$ cat src/rtl/fetch_stage_if.sv
// Instruction-memory request bus between the fetch stage and imem.
// Fetch side is master; memory answers with ready/rdata.
interface fetch_stage_if;
  logic        imem_req;
  logic [31:0] imem_addr;
  logic        imem_ready;
  logic [31:0] imem_rdata;

  modport master (
    output imem_req,
    output imem_addr,
    input  imem_ready,
    input  imem_rdata
  );

  modport slave (
    input  imem_req,
    input  imem_addr,
    output imem_ready,
    output imem_rdata
  );
endinterface

$ cat src/rtl/fetch_stage.sv
// MIPS IF stage: PC, imem req/ready fetch, IF/ID register.
// FETCH/DISCARD/HOLD FSM with a one-entry hold buffer.
module fetch_stage #(
  parameter logic [31:0] RESET_PC = 32'h0000_0000,
  parameter logic [31:0] NOP      = 32'h0000_0000
) (
  input  logic                 clk,
  input  logic                 rst,
  input  logic                 stall,
  input  logic                 redirect,
  input  logic [31:0]          redirect_pc,
  fetch_stage_if.master        imem,
  output logic [31:0]          ifid_instr,
  output logic [5:0]           ifid_opcode,
  output logic [31:0]          ifid_pc4,
  output logic                 ifid_valid
);

  typedef enum logic [1:0] {
    S_FETCH,
    S_DISCARD,
    S_HOLD
  } state_t;

  typedef struct packed {
    logic [31:0] instr;
    logic [31:0] pc4;
    logic        valid;
  } ifid_t;

  localparam ifid_t BUBBLE = '{instr: NOP, pc4: 32'h0, valid: 1'b0};

  state_t      r_state;
  state_t      w_state_nxt;
  ifid_t       r_ifid;
  ifid_t       w_ifid_nxt;
  logic [31:0] r_pc;
  logic [31:0] w_pc_nxt;
  logic [31:0] r_buf;
  logic [31:0] w_buf_nxt;
  logic [31:0] r_buf_pc4;
  logic [31:0] w_buf_pc4_nxt;
  logic [31:0] r_pend_pc;
  logic [31:0] w_pend_nxt;
  logic [31:0] w_pc4;
  logic        w_ready;

  assign w_pc4   = r_pc + 32'd4;
  assign w_ready = imem.imem_ready;

  always_ff @(posedge clk or posedge rst) begin
    if (rst) begin
      r_state <= S_FETCH;
    end else begin
      r_state <= w_state_nxt;
    end
  end

  always_comb begin
    w_state_nxt = r_state;
    unique case (r_state)
      S_FETCH: begin
        if (redirect) begin
          w_state_nxt = w_ready ? S_FETCH : S_DISCARD;
        end else if (w_ready && stall) begin
          w_state_nxt = S_HOLD;
        end
      end
      S_DISCARD: begin
        if (w_ready) begin
          w_state_nxt = S_FETCH;
        end
      end
      S_HOLD: begin
        if (redirect || !stall) begin
          w_state_nxt = S_FETCH;
        end
      end
      default: w_state_nxt = S_FETCH;
    endcase
  end

  always_comb begin
    w_pc_nxt      = r_pc;
    w_ifid_nxt    = r_ifid;
    w_buf_nxt     = r_buf;
    w_buf_pc4_nxt = r_buf_pc4;
    w_pend_nxt    = r_pend_pc;
    unique case (r_state)
      S_FETCH: begin
        if (redirect) begin
          w_ifid_nxt = BUBBLE;
          if (w_ready) begin
            w_pc_nxt = redirect_pc;
          end else begin
            w_pend_nxt = redirect_pc;
          end
        end else if (w_ready) begin
          w_pc_nxt = w_pc4;
          if (stall) begin
            w_buf_nxt     = imem.imem_rdata;
            w_buf_pc4_nxt = w_pc4;
          end else begin
            w_ifid_nxt = '{instr: imem.imem_rdata,
                           pc4: w_pc4, valid: 1'b1};
          end
        end else if (!stall) begin
          w_ifid_nxt = BUBBLE;
        end
      end
      S_DISCARD: begin
        // Flushed stream: stall is irrelevant, newest redirect wins.
        w_ifid_nxt = BUBBLE;
        if (redirect) begin
          w_pend_nxt = redirect_pc;
        end
        if (w_ready) begin
          w_pc_nxt = redirect ? redirect_pc : r_pend_pc;
        end
      end
      S_HOLD: begin
        if (redirect) begin
          w_pc_nxt   = redirect_pc;
          w_ifid_nxt = BUBBLE;
        end else if (!stall) begin
          w_ifid_nxt = '{instr: r_buf,
                         pc4: r_buf_pc4, valid: 1'b1};
        end
      end
      default: ;
    endcase
  end

  always_ff @(posedge clk or posedge rst) begin
    if (rst) begin
      r_pc      <= RESET_PC;
      r_ifid    <= BUBBLE;
      r_buf     <= 32'h0;
      r_buf_pc4 <= 32'h0;
      r_pend_pc <= 32'h0;
    end else begin
      r_pc      <= w_pc_nxt;
      r_ifid    <= w_ifid_nxt;
      r_buf     <= w_buf_nxt;
      r_buf_pc4 <= w_buf_pc4_nxt;
      r_pend_pc <= w_pend_nxt;
    end
  end

  // Address is the PC register, so it is stable across wait states.
  assign imem.imem_req  = !rst && (r_state != S_HOLD);
  assign imem.imem_addr = r_pc;
  assign ifid_instr     = r_ifid.instr;
  assign ifid_opcode    = r_ifid.instr[31:26];
  assign ifid_pc4       = r_ifid.pc4;
  assign ifid_valid     = r_ifid.valid;

endmodule

$ cat src/flat_wrapper.sv
// flat-port wrapper written by rule: the top's interface ports become plain ports
module fetch_stage_flat 
#(
  parameter logic [31:0] RESET_PC = 32'h0000_0000,
  parameter logic [31:0] NOP      = 32'h0000_0000
)
  (clk, rst, stall, redirect, redirect_pc, ifid_instr, ifid_opcode, ifid_pc4, ifid_valid, imem_imem_req, imem_imem_addr, imem_imem_ready, imem_imem_rdata);
  fetch_stage_if imem_i ();
  input  logic clk;
  input  logic rst;
  input  logic stall;
  input  logic redirect;
  input  logic [31:0] redirect_pc;
  output logic [31:0] ifid_instr;
  output logic [5:0] ifid_opcode;
  output logic [31:0] ifid_pc4;
  output logic ifid_valid;
  output wire logic [$bits(imem_i.imem_req)-1:0] imem_imem_req;
  output wire logic [$bits(imem_i.imem_addr)-1:0] imem_imem_addr;
  input wire logic [$bits(imem_i.imem_ready)-1:0] imem_imem_ready;
  input wire logic [$bits(imem_i.imem_rdata)-1:0] imem_imem_rdata;
  assign imem_imem_req = imem_i.imem_req;
  assign imem_imem_addr = imem_i.imem_addr;
  assign imem_i.imem_ready = imem_imem_ready;
  assign imem_i.imem_rdata = imem_imem_rdata;
  fetch_stage #(.RESET_PC(RESET_PC), .NOP(NOP)) u_core (.clk(clk), .rst(rst), .stall(stall), .redirect(redirect), .redirect_pc(redirect_pc), .imem(imem_i), .ifid_instr(ifid_instr), .ifid_opcode(ifid_opcode), .ifid_pc4(ifid_pc4), .ifid_valid(ifid_valid));
endmodule
$ cat config.mk
export PLATFORM = sky130hd
export DESIGN_NAME = fetch_stage_flat
export DESIGN_NICKNAME = d
export VERILOG_FILES = /design/src/rtl/fetch_stage_if.sv /design/src/rtl/fetch_stage.sv /design/src/flat_wrapper.sv
export SDC_FILE = /design/constraint.sdc
export NUM_CORES = 1
export LEC_CHECK = 0
export BUFFER_PORTS_ARGS = -buffer_cell sky130_fd_sc_hd__buf_2
export CAP_MARGIN = 0
export CELL_PAD_IN_SITES_DETAIL_PLACEMENT = 0
export CELL_PAD_IN_SITES_GLOBAL_PLACEMENT = 1
export CORE_MARGIN = 3
export CORE_UTILIZATION = 35
export DETAILED_ROUTE_END_ITERATION = 12
export MAX_ROUTING_LAYER = met4
export PLACE_DENSITY = 0.74
export RECOVER_POWER = 50
export SLEW_MARGIN = 15
export SYNTH_ARGS = -nofsm -noshare
export SYNTH_HDL_FRONTEND = slang
export SYNTH_SLANG_ARGS = --single-unit
$ cat constraint.sdc
create_clock -name clk -period 6.5 [get_ports clk]
set_clock_uncertainty 0.2 [all_clocks]
set_input_delay 0.325 -clock clk [delete_from_list [all_inputs] [get_ports clk]]
set_output_delay 0.325 -clock clk [all_outputs]
set_load 0.05 [all_outputs]
== Yosys cells after proc, flatten, opt, wreduce, memory -nomap -nowiden ==
Index checks and enable logic that the tools add are counted.
W data, S select, Z words.

* Register bits: 195
* Output and inout bits: 104
* Word-level logic and storage cells: 58

* Equal/unequal tests: 12
* Bitwise operators: 1
* Reduce and logical (&&, ||, !) cells: 13
* Add/sub/neg operators: 1
* Mux-type cells: 23

{| class="wikitable"
|+ Operators with widths
! operator !! number
|-
| $mux W65 || 6
|-
| $mux W32 || 8
|-
| $pmux W65 S3 || 1
|-
| $pmux W32 S3 || 1
|-
| $pmux W32 S2 || 1
|-
| $add A32 B3 Y32 const B || 1
|-
| $ne A2 B2 Y1 const B || 6
|-
| $reduce_and A3 Y1 || 3
|-
| $mux W2 || 4
|-
| $reduce_and A4 Y1 || 2
|-
| $ne A3 B3 Y1 const B || 2
|-
| $pmux W2 S3 || 1
|-
| $ne A3 B2 Y1 const B || 1
|-
| $reduce_bool A3 Y1 || 1
|-
| $eq A2 B1 Y1 const B || 1
|-
| $eq A2 B2 Y1 const B || 1
|-
| $logic_and A1 B1 Y1 || 2
|-
| $logic_not A1 Y1 || 2
|-
| $logic_not A2 Y1 || 1
|-
| $ne A2 B1 Y1 const B || 1
|-
| $reduce_bool A2 Y1 || 1
|-
| $logic_or A1 B1 Y1 || 1
|-
| $mux W1 || 1
|-
| $not A1 Y1 || 1
|}

== Depth between registers and ports, before layout ==
* Depth in word-level cells: 5
* Mapped depth: 9
* Mapped depth without buffers: 7

== Worst setup path after synthesis ==
No wires, ideal clock.

* Kind: flip-flop to flip-flop
* Start: register u_core.r_pc[5], in the netlist u_core.imem.imem_addr[5]
* End: register u_core.r_pc[28], in the netlist u_core.imem.imem_addr[28]
* Library setup time: 0.122 ns
* Arrival: 2.416 ns
* Path buffers: 2
* Slack: 3.761 ns
* Cell stages (with the launch flop): 8
* Cell sequence: dfrtp_1 > nand3_2 > or4_1 > buf_2 > buf_6 > nor4_1 > a31oi_1 > o22a_1

* Longest elaborated chain between the ends: 4

{| class="wikitable"
|+ Ends and longest elaborated chain
! item !! RTL line !! text
|-
| start: declaration || fetch_stage.sv:37 || <nowiki>logic [31:0] r_pc;</nowiki>
|-
| start signal: assignment || fetch_stage.sv:142 || <nowiki>r_pc <= w_pc_nxt;</nowiki>
|-
| $add A32 B3 Y32 || fetch_stage.sv:48 || <nowiki>assign w_pc4 = r_pc + 32'd4;</nowiki>
|-
| $mux W32 || fetch_stage.sv:98 || <nowiki>end else if (w_ready) begin</nowiki>
|-
| $mux W32 || fetch_stage.sv:91 || <nowiki>if (redirect) begin</nowiki>
|-
| $pmux W32 S3 || fetch_stage.sv:89 || <nowiki>unique case (r_state)</nowiki>
|}

No other way between the ends. The select of a mux whose other input is x is not followed.
A chain may end at the register's enable or synchronous reset.

== Worst setup path after layout ==
* Start: register u_core.r_state[1]
* End: register u_core.r_pc[9], in the netlist u_core.imem.imem_addr[9]

* Longest elaborated chain between the ends: 3
* Elaborated cells between the ends (all ways): 9
* Those cells by class: eq/ne (5); mux (1); reduce/logical (3)

{| class="wikitable"
|+ Ends and longest elaborated chain
! item !! RTL line !! text
|-
| start: declaration || fetch_stage.sv:33 || <nowiki>state_t r_state;</nowiki>
|-
| start signal: assignment || fetch_stage.sv:55 || <nowiki>r_state <= w_state_nxt;</nowiki>
|-
| $eq A2 B1 Y1, or another cell as far along || fetch_stage.sv:89 ||
|-
| $ne A2 B2 Y1 (no line) or $reduce_bool A3 Y1 (tied branches) || -- ||
|-
| $reduce_and A4 Y1 (no line) || -- ||
|}

Several ways; a longest one is shown, not always the timed one.

==> results.py <==
metrics = {
    "floorplan": {
        "start_util": 0.359,
        "ios": 173,
        "fp.dieW_um": 171,
        "die_y_um": 171,
        "die_area_mm2": 0.0291,
        "coreArea_mm2": 0.0264,
        "row_count": 59,
    },
    "clock_network": {
        "cts_tree": "done",
        "clock-sinks": 195,
        "cts_resized": 0,
        "cts_max_level": 4,
        "cts_buffers": 17,
        "clockBufferDepth": 2,
        "clk_pin_slew_ns": 0.08,
        "clk_latency_ns": 0.44,
        "root_buffer": "clkbuf_16",
    },
    "global_route": {
        "antenna_found_initial": 1,
        "grt_max_degree": 124,
        "grt_use_total": 0.188,
        "grt_pass1_wl_um": 42200,
        "gr-total-overflow": 0,
        "grt_pass1_vias": 7585,
    },
    "power_and_ir_drop": {
        "pwr-share-clk": 0.202,
        "p_leak_nw": 4.95,
        "pwr-share-comb": 0.413,
        "p_int_mw": 2.84,
        "p_switching_mw": 2.47,
        "p_total_mw": 5.31,
        "p_sw_frac": 0.465,
        "cellPowerDensity_mw_per_mm2": 457,
        "ir_worst_vdd_mv": 0.202,
        "power_frac_seq": 0.385,
    },
    "critical_path": {
        "path_common_cell": "clkbuf_1",
        "cp-start-kind": "flip-flop",
        "crit_fanout": 40,
        "crit_type": "reg2reg",
        "crit_chain": "inv_1, ha_1, clkbuf_1, o21bai_1, nand3_1, clkbuf_1, a2111oi_0, a221o_1",
        "critPathSlowestCell": "clkbuf_1",
        "max_stage_delay_ns": 1.37,
        "required_ns": 6.62,
        "cp.arrival_ns": 4.51,
        "crit_buf_inv": 3,
        "path_delay_family": "buffers and inverters",
        "end_kind": "flip-flop",
    },
    "drt": {
        "remaining_drc_errors": 0,
        "met3_length_um": 1100,
        "m1WireLength_um": 12800,
        "first_pass_iters": 5,
        "num_vias": 7825,
        "avgRoutedWirePerCell_um": 18.1,
        "wl_um": 26500,
        "via_per_inst": 5.33,
        "ant_nets": 0,
        "first_iter_violations": 495,
        "topRoutingLayerUsed": "met4",
        "dr_wl_met2_um": 12300,
    },
    "run_status": {
        "status": "complete, but fails checks",
        "violations": "max-capacitance violations, max-slew violations",
    },
    "timing": {
        "max_freq_mhz": 228,
        "slew_headroom": -0.372,
        "min_period_ns": 4.39,
        "setup_tns_ns": 0,
        "tightest_slew_ns": 2.06,
        "hold_viol": 0,
        "setup_violations": 0,
        "finalCritPeriodShare": 0.675,
        "holdWs_ns": 0.0823,
        "rsz0062_at_grt": "no",
        "finalMaxSlewViolations": 116,
    },
    "yosys": {
        "synth_fp_nets": 1010,
        "synth_cell_types": 55,
        "async_flop_share": 1.00,
        "ys_top_cells_by_area": "dfrtp_1 52%, mux2_2 9.5%, nor2_1 4.7%, a221oi_1 4.3%, a21oi_1 4.1%",
        "syn-cell-area_mm2": 0.00947,
        "synth.most_common_cell": "dfrtp_1",
        "netlist_instances": 936,
        "yosysTopAreaCell": "dfrtp_1",
        "yosysWarnings": 0,
        "ys.flop_type": "dfrtp_1",
        "yosysSeqAreaShare": 0.515,
        "synth_common_cells": "195 x dfrtp_1, 118 x nor2_1, 80 x mux2_2, 78 x a21oi_1, 71 x nand2_1",
        "ys_ff_latch": 195,
        "synth_top_area_frac": 0.515,
        "synth_area_per_cell_um2": 10.1,
        "synth_edf_count": 0,
    },
    "place": {
        "dpl.hpwl_um": 17200,
        "port-buffer-count": 172,
        "dp.cells": 1369,
        "globalplace.congestion": 0.804,
    },
    "finish": {
        "n_fill_cell": 2606,
        "post-route-util": 0.441,
        "fin_cells": 1467,
        "area_growth_pct": 22.7,
        "final_layout_size_suffix_gt1_frac": 0.179,
        "nets": 1192,
    },
    "min_path": {
        "hp-class": "in2reg",
    },
    "flow_run": {
        "cap_violations": 4,
    },
}
-- flip-flops by register name, indices dropped and copies added (netlist names) --
name / cells
u_core.r_buf: 32
u_core.imem.imem_addr: 32
u_core.ifid_pc4: 32
u_core.r_pend_pc: 32
u_core.r_state: 2
u_core.ifid_valid: 1
u_core.ifid_instr: 32
u_core.r_buf_pc4: 32
-- final timing paths --
check	slack (ns)	end	cells after the start	start
worst max-delay path	2.11	u_core.imem.imem_addr[9]	8	u_core.r_state[1]
worst min-delay path	0.08	u_core.r_state[0]	4	imem_imem_ready
worst max register to register	2.11	u_core.imem.imem_addr[9]	8	u_core.r_state[1]
worst min register to register	0.27	u_core.ifid_valid	2	u_core.ifid_valid
max in group asynchronous	4.13	u_core.ifid_pc4[11]	4	rst
min in group asynchronous	0.46	u_core.ifid_instr[21]	3	rst
-- worst min-delay path, stage by stage --
cell and delay (ns):
buf_2 0.13, nor2b_1 0.07, nand3_1 0.07, o21ai_0 0.07
-- layout by cell type, fill, tap and decap left out, types with 4 or more instances in the layout --
| cell | instances |
|---|---|
| a21oi_1 | 78 |
| a221oi_1 | 46 |
| a21o_1 | 6 |
| o22ai_1 | 9 |
| a2bb2oi_1 | 6 |
| dfrtp_1 | 195 |
| nor4_1 | 8 |
| nand4_1 | 9 |
| dlygate4sd3_1 | 65 |
| nand3_1 | 13 |
| nand2_1 | 71 |
| buf_2 | 67 |
| clkinv_8 | 7 |
| and3_1 | 9 |
| inv_1 | 14 |
| a22o_1 | 6 |
| nor3_2 | 4 |
| clkbuf_16 | 17 |
| mux2_2 | 80 |
| nor3_1 | 13 |
| buf_4 | 8 |
| o21a_1 | 13 |
| clkbuf_1 | 108 |
| o22a_1 | 15 |
| xnor2_1 | 15 |
| ha_1 | 5 |
| o21ai_0 | 41 |
| o31ai_1 | 6 |
| nor2_1 | 117 |
| xor2_1 | 7 |
| a31oi_1 | 16 |
| inv_6 | 6 |
-- layout make-up --
type	count	area (um2)	area share
sequential	195	4880	0.420
multi-input combinational	641	4190	0.361
timing repair buffer	248	1450	0.125
clock buffer	17	425	0.0366
tap	335	419	0.0361
clock inverter	15	185	0.0159
inverter	15	63.8	0.00549
antenna	1	2.50	0.000215
-- per-layer routing --
layer | vias up | GRT usage
met5 | - | -
met4 | 0 | 0.0455
met3 | 19 | 0.0296
met2 | 192 | 0.289
met1 | 3847 | 0.262
li1 | 3767 | -
-- cells by family after synthesis --
group,after synthesis,synth area share
adder cells (fa/ha/maj),5,0.00660
buffers and inverters,100,0.0439
AND/OR/NAND/NOR,267,0.130
flip-flops,195,0.515
AO/OA/AOI/OAI,264,0.185
XOR/XNOR,22,0.0203
multiplexers,83,0.0983
-- what timing repair did --
action                    CTS  global route
hold endpoints to repair  218             0
hold buffers               65             0
setup buffers               0             0
-- per-stage QoR --
stage / setup slack (ns) / cell area, um2
finish: 2.11 / 11600
global route: 1.75 / 11600
CTS: 3.18 / 11800
detailed placement: 3.18 / 10500
global placement: 3.22 / 10500
floorplan: 0.663 / 9470
-- power by group through the flow --
stage / sequential [mW] / combinational [mW] / clock (mW)
final: 2.05 / 2.20 / 1.07
after global routing: 2.11 / 2.39 / 1.15
after CTS: 2.04 / 2.27 / 1.10
after detailed placement: 2.06 / 2.23 / 0
after global placement: 2.04 / 2.21 / 0
after floorplan: 2.62 / 1.07 / 0
Power figures use the tool's default switching activity.
